===== src/rtl/mul_issue_scheduler.sv =====
// Issue gating and writeback-slot reservation for the fixed-latency multiplier.
// Define MUL_ISSUE_SCB_EN to interlock on pending multiply destinations (RAW/WAW).
module mul_issue_scheduler #(
  parameter int MUL_LAT = 5,
  parameter int ALU_LAT = 1
) (
  input  logic                           clk,
  input  logic                           rst,
  input  logic                           iss_valid_i,
  input  logic                           iss_is_m_i,
  input  logic [4:0]                     iss_rd_i,
  input  logic [4:0]                     iss_rs1_i,
  input  logic [4:0]                     iss_rs2_i,
  input  logic                           iss_rs1_used_i,
  input  logic                           iss_rs2_used_i,
  output logic                           iss_ready_o,
  output logic                           mul_fire_o,
  output logic                           alu_fire_o,
  input  logic                           stall_pipe_i,
  input  logic                           kill_i,
  output logic                           stall_mul_o,
  output logic                           kill_mul_o,
  output logic                           wb_sel_mul_o,
  output logic [4:0]                     wb_rd_o,
  output logic [$clog2(MUL_LAT+1)-1:0]   inflight_cnt_o,
  output logic                           busy_o
);
  localparam int CW = $clog2(MUL_LAT+1);

  // occ[j]: a multiply writes back j cycles from now; rdq[j] is its destination
  logic [MUL_LAT-1:0]      occ;
  logic [MUL_LAT-1:0][4:0] rdq;
  logic                    raw_hazard;

`ifdef MUL_ISSUE_SCB_EN
  // Slot 0 is excluded: its result is on the writeback bypass this cycle
  always_comb begin
    raw_hazard = 1'b0;
    for (int j = 1; j < MUL_LAT; j++) begin
      if (occ[j] && rdq[j] != 5'd0) begin
        if ((iss_rs1_used_i && iss_rs1_i == rdq[j]) ||
            (iss_rs2_used_i && iss_rs2_i == rdq[j]))
          raw_hazard = 1'b1;
        if (j >= ALU_LAT && iss_rd_i == rdq[j])
          raw_hazard = 1'b1;
      end
    end
  end
`else
  logic unused_scb;
  assign unused_scb = ^{iss_rs1_i, iss_rs2_i, iss_rs1_used_i, iss_rs2_used_i};
  assign raw_hazard = 1'b0;
`endif

  assign iss_ready_o = !stall_pipe_i && !kill_i &&
                       !(!iss_is_m_i && occ[ALU_LAT]) && !raw_hazard;
  assign mul_fire_o  = iss_valid_i && iss_ready_o && iss_is_m_i;
  assign alu_fire_o  = iss_valid_i && iss_ready_o && !iss_is_m_i;

  assign stall_mul_o  = stall_pipe_i;
  assign kill_mul_o   = kill_i;
  assign wb_sel_mul_o = occ[0];
  assign wb_rd_o      = occ[0] ? rdq[0] : 5'd0;
  assign busy_o       = |occ;

  always_comb begin
    inflight_cnt_o = '0;
    for (int j = 0; j < MUL_LAT; j++)
      inflight_cnt_o = inflight_cnt_o + {{(CW-1){1'b0}}, occ[j]};
  end

  // Kill wins over stall; a stall freezes the whole reservation vector
  always_ff @(posedge clk) begin
    if (!rst || kill_i) begin
      occ <= '0;
      rdq <= '0;
    end else if (!stall_pipe_i) begin
      occ <= {mul_fire_o, occ[MUL_LAT-1:1]};
      rdq <= {iss_rd_i, rdq[MUL_LAT-1:1]};
    end
  end
endmodule

===== config.mk =====
export PLATFORM = sky130hd
export DESIGN_NAME = mul_issue_scheduler
export DESIGN_NICKNAME = d
export VERILOG_FILES = /design/src/rtl/mul_issue_scheduler.sv
export SDC_FILE = /design/constraint.sdc
export NUM_CORES = 1
export LEC_CHECK = 0
export ABC_AREA = 0
export CAP_MARGIN = 20
export CORE_ASPECT_RATIO = 0.75
export CORE_MARGIN = 1
export CORE_UTILIZATION = 43
export CTS_BUF_LIST = sky130_fd_sc_hd__clkbuf_8
export CTS_CLUSTER_DIAMETER = 30
export CTS_CLUSTER_SIZE = 20
export DETAILED_ROUTE_END_ITERATION = 12
export GPL_TIMING_DRIVEN = 1
export PLACE_DENSITY = 0.74
export SYNTH_ARGS = -nofsm -noshare
export SYNTH_HDL_FRONTEND = slang
export SYNTH_SLANG_ARGS = --single-unit

===== constraint.sdc =====
create_clock -name clk -period 2.05 [get_ports clk]
set_input_delay 0.3075 -clock clk [delete_from_list [all_inputs] [get_ports clk]]
set_output_delay 0.3075 -clock clk [all_outputs]
set_load 0.01 [all_outputs]

==> impl_metrics.tcl, run 1 <==
set metrics [dict create \
    synthArstFlopShare_pct 0 \
    violations "setup timing" \
    hpwl_um 1452 \
    dr_total_vias 909 \
    tightest_slew_ns 0.5616 \
    wl_per_cell_um 11.06 \
    setup_ws_ns -0.1935 \
    synth_area_leaders "dfxtp_1, mux2i_1, nor2_1, buf_12, fa_1" \
    path_clk_slew_ns 0.06 \
    synth_flop_cell "dfxtp_1" \
    timing.fmax_mhz 445.7 \
    start_kind "flop" \
    place_congestion 0.7231 \
    grt_usage_pct 16.01 \
    core-area_um2 2723 \
    antenna_found_initial 0 \
    final_area_um2 1635 \
    layout.area.seq_um2 604.3 \
    ys_ff_latch 30 \
    cts_buffers 5 \
    grt_max_degree 33 \
    syn_area_um2 1289 \
    synth.most_common_cell "nor2_1" \
    critical_path_arrival_ns 1.94 \
    cts_root_buffer "clkbuf_8" \
    worstSkewPairLatency_ns 0.28 \
    synth_top_area_cell "dfxtp_1" \
    rr_startpoint "occ[0]" \
    drc 0 \
    die_area_um2 3222 \
    grt_overflow_total 0 \
    setup_viol_count_final 3 \
    leakagePower_nw 0.7118 \
    synth_seq_area_share_pct 46.60 \
    antenna_left 0 \
    drive_gt1_share_pct 16.99 \
    crit_path_start "occ[0]" \
    portBuffers 25 \
    firstDrtPassIters 4 \
    nNetsFinal 179 \
    wl_um 2091 \
    rows 16 \
    fill_cells 236 \
    relSlewSlack_pct 62.56 \
    ir_worst_vdd_mv 0.4355 \
    diodes 0 \
    use_met1_pct 16.57 \
    dpl_cell_area_um2 1508 \
    drtIter0Drc 38 \
    fin_skew_ns 0.002374 \
    synth_cell_type_count 20 \
    pin_count 38 \
    dieWidth_um 65.22 \
    period_share_pct 109.4 \
    cts_tree "done" \
    crit_type "reg2out" \
    synthCells 122 \
    viasPerCell 4.810 \
    cts_sinks 30 \
    cellPowerDensity_nw_per_um2 694.7 \
    multi_input_area_um2 570.5 \
    initial_core_util_pct 47.33 \
    synth_edf_count 0 \
    hp-class "reg2reg" \
    worstPathRequired_ns 1.74 \
    rsz0062_at_grt "true" \
    synth_common_cells "nor2_1, dfxtp_1, mux2i_1, inv_1, and2_1" \
    die_y_um 49.41 \
    grt_pass1_vias 888 \
    endpoint_kind "output port" \
    ctsHtreeMaxLevel 2 \
    grt_pass1_wl_um 3767 \
    setup_tns_ns -0.4019 \
    top_usage_layer "met2" \
    slew_viol_final 0 \
    yosysTopAreaCellShare_pct 46.60 \
    final-hold-violation-count 0 \
    grtUsageMet2_pct 28.01 \
    status "finished, violations left" \
    synthesis.nets 149 \
    clock_path_buffers 2 \
    synth_warnings 0 \
    grtUsageMet3_pct 7.944 \
    crit_fanout 2 \
    syn2layout_area_growth_pct 26.89 \
    drv_cap 0 \
    min_from "rdq[0]" \
    syn_avg_cell_area_um2 10.56 \
    fin_crit_ns 2.244 \
]
## layout make-up
| class | instances | area share, % |
|---|---|---|
| inverters | 6 | 1.377 |
| flip-flops and latches | 30 | 36.95 |
| multi-input cells | 77 | 34.89 |
| repair buffers | 32 | 18.44 |
| clock inverters | 2 | 0.5356 |
| well taps | 36 | 2.754 |
| clock buffers | 6 | 5.050 |
## kinds of logic (layout without fill, tap and decap cells)
family / Yosys count / in the layout / share of synthesized area [%]
AND/OR/NAND/NOR: 42 / 42 / 14.56
flip-flops: 30 / 30 / 46.60
multiplexers: 29 / 29 / 22.52
buffers and inverters: 15 / 46 / 10.29
adder cells (fa/ha/maj): 4 / 4 / 5.048
AO/OA/AOI/OAI: 2 / 2 / 0.9707
## repair_timing
item / CTS / global route
hold buffers: 0 / 0
gates resized for setup: 21 / 1
pin swaps: 0 / 0
setup endpoints to repair: 3 / 3
gates cloned: 0 / 0
endpoints found under the hold margin: 0 / 0
buffers inserted: 1 / 1
## critical path, cell delays in order (launching register included)
cell	delay, ns
dfxtp_2	0.33
inv_2	0.04
fa_1	0.53
inv_1	0.05
fa_2	0.35
ha_4	0.27
buf_6	0.09
## sequential cells by signal, summed over array words and instances (netlist names)
register	flops
occ	5
rdq	25
## metal layers
metal / vias to the layer above / wire length, µm / part of all wire, %
met5: - / 0 / 0
met4: 0 / 17 / 0.81
met3: 2 / 106 / 5.1
met2: 15 / 1091 / 52
met1: 438 / 876 / 42
li1: 454 / - / -
## worst paths after layout
path | endpoint | slack [ns] | cells past startpoint
worst min register to register | rdq[0] | 0.49 | 2
worst min-delay path | rdq[0] | 0.49 | 2
worst max register to register | occ[0] | 1.03 | 5
worst max-delay path | inflight_cnt_o[1] | -0.19 | 6
## cell usage in the layout (no fill, tap or decap)
cell type | Yosys | routed
nand3b_1 | 1 | 1
a21boi_0 | 1 | 1
clkinv_2 | 0 | 1
nor2_1 | 31 | 31
buf_6 | 1 | 3
clkbuf_8 | 1 | 6
ha_4 | 0 | 1
inv_2 | 0 | 2
and3_1 | 1 | 1
and2_1 | 5 | 5
fa_2 | 0 | 1
inv_1 | 6 | 5
dfxtp_1 | 30 | 27
clkdlybuf4s50_1 | 0 | 21
dfxtp_2 | 0 | 3
mux2i_1 | 29 | 29
a21oi_1 | 1 | 1
nand3_1 | 1 | 1
and4_1 | 1 | 1
nand2_1 | 1 | 1
buf_4 | 2 | 7
buf_2 | 2 | 1
fa_1 | 2 | 1
ha_1 | 2 | 1
nand2b_2 | 1 | 1
## stage by stage
step / hold WS (ns) / setup WS [ns] / utilization, % / power (mW) / std cells
2_1_floorplan: 0.4514 / 0.05412 / - / 0.6680 / 122
3_3_place_gp: 0.4673 / -0.3475 / 55.38 / 0.6830 / 179
3_5_place_dp: 0.4803 / -0.3862 / 55.38 / 0.6847 / 179
4_1_cts: 0.4947 / -0.2106 / 59.79 / 1.156 / 188
5_1_grt: 0.5236 / -0.2323 / 60.06 / 1.189 / 189
6_report: 0.4884 / -0.1935 / 60.06 / 1.136 / 189
## power breakdown
group / total [mW] / switching (mW) / leakage, nW / internal [mW]
combinational: 0.0809 / 0.0371 / 0.416 / 0.0438
sequential: 0.591 / 0.00281 / 0.244 / 0.588
clock: 0.464 / 0.200 / 0.0524 / 0.265
total: 1.14 / 0.240 / 0.712 / 0.897
Note: power is estimated with default switching activity, not from simulation.
==> inputs of run 2 (changes only) <==
--- a/config.mk
+++ b/config.mk
@@ -16,6 +16,7 @@
 export DETAILED_ROUTE_END_ITERATION = 12
 export GPL_TIMING_DRIVEN = 1
 export PLACE_DENSITY = 0.74
+export SLEW_MARGIN = 10
 export SYNTH_ARGS = -nofsm -noshare
 export SYNTH_HDL_FRONTEND = slang
 export SYNTH_SLANG_ARGS = --single-unit
==> results of run 2 <==
No change in the layout: final DEF, timing and power equal those of run 1.
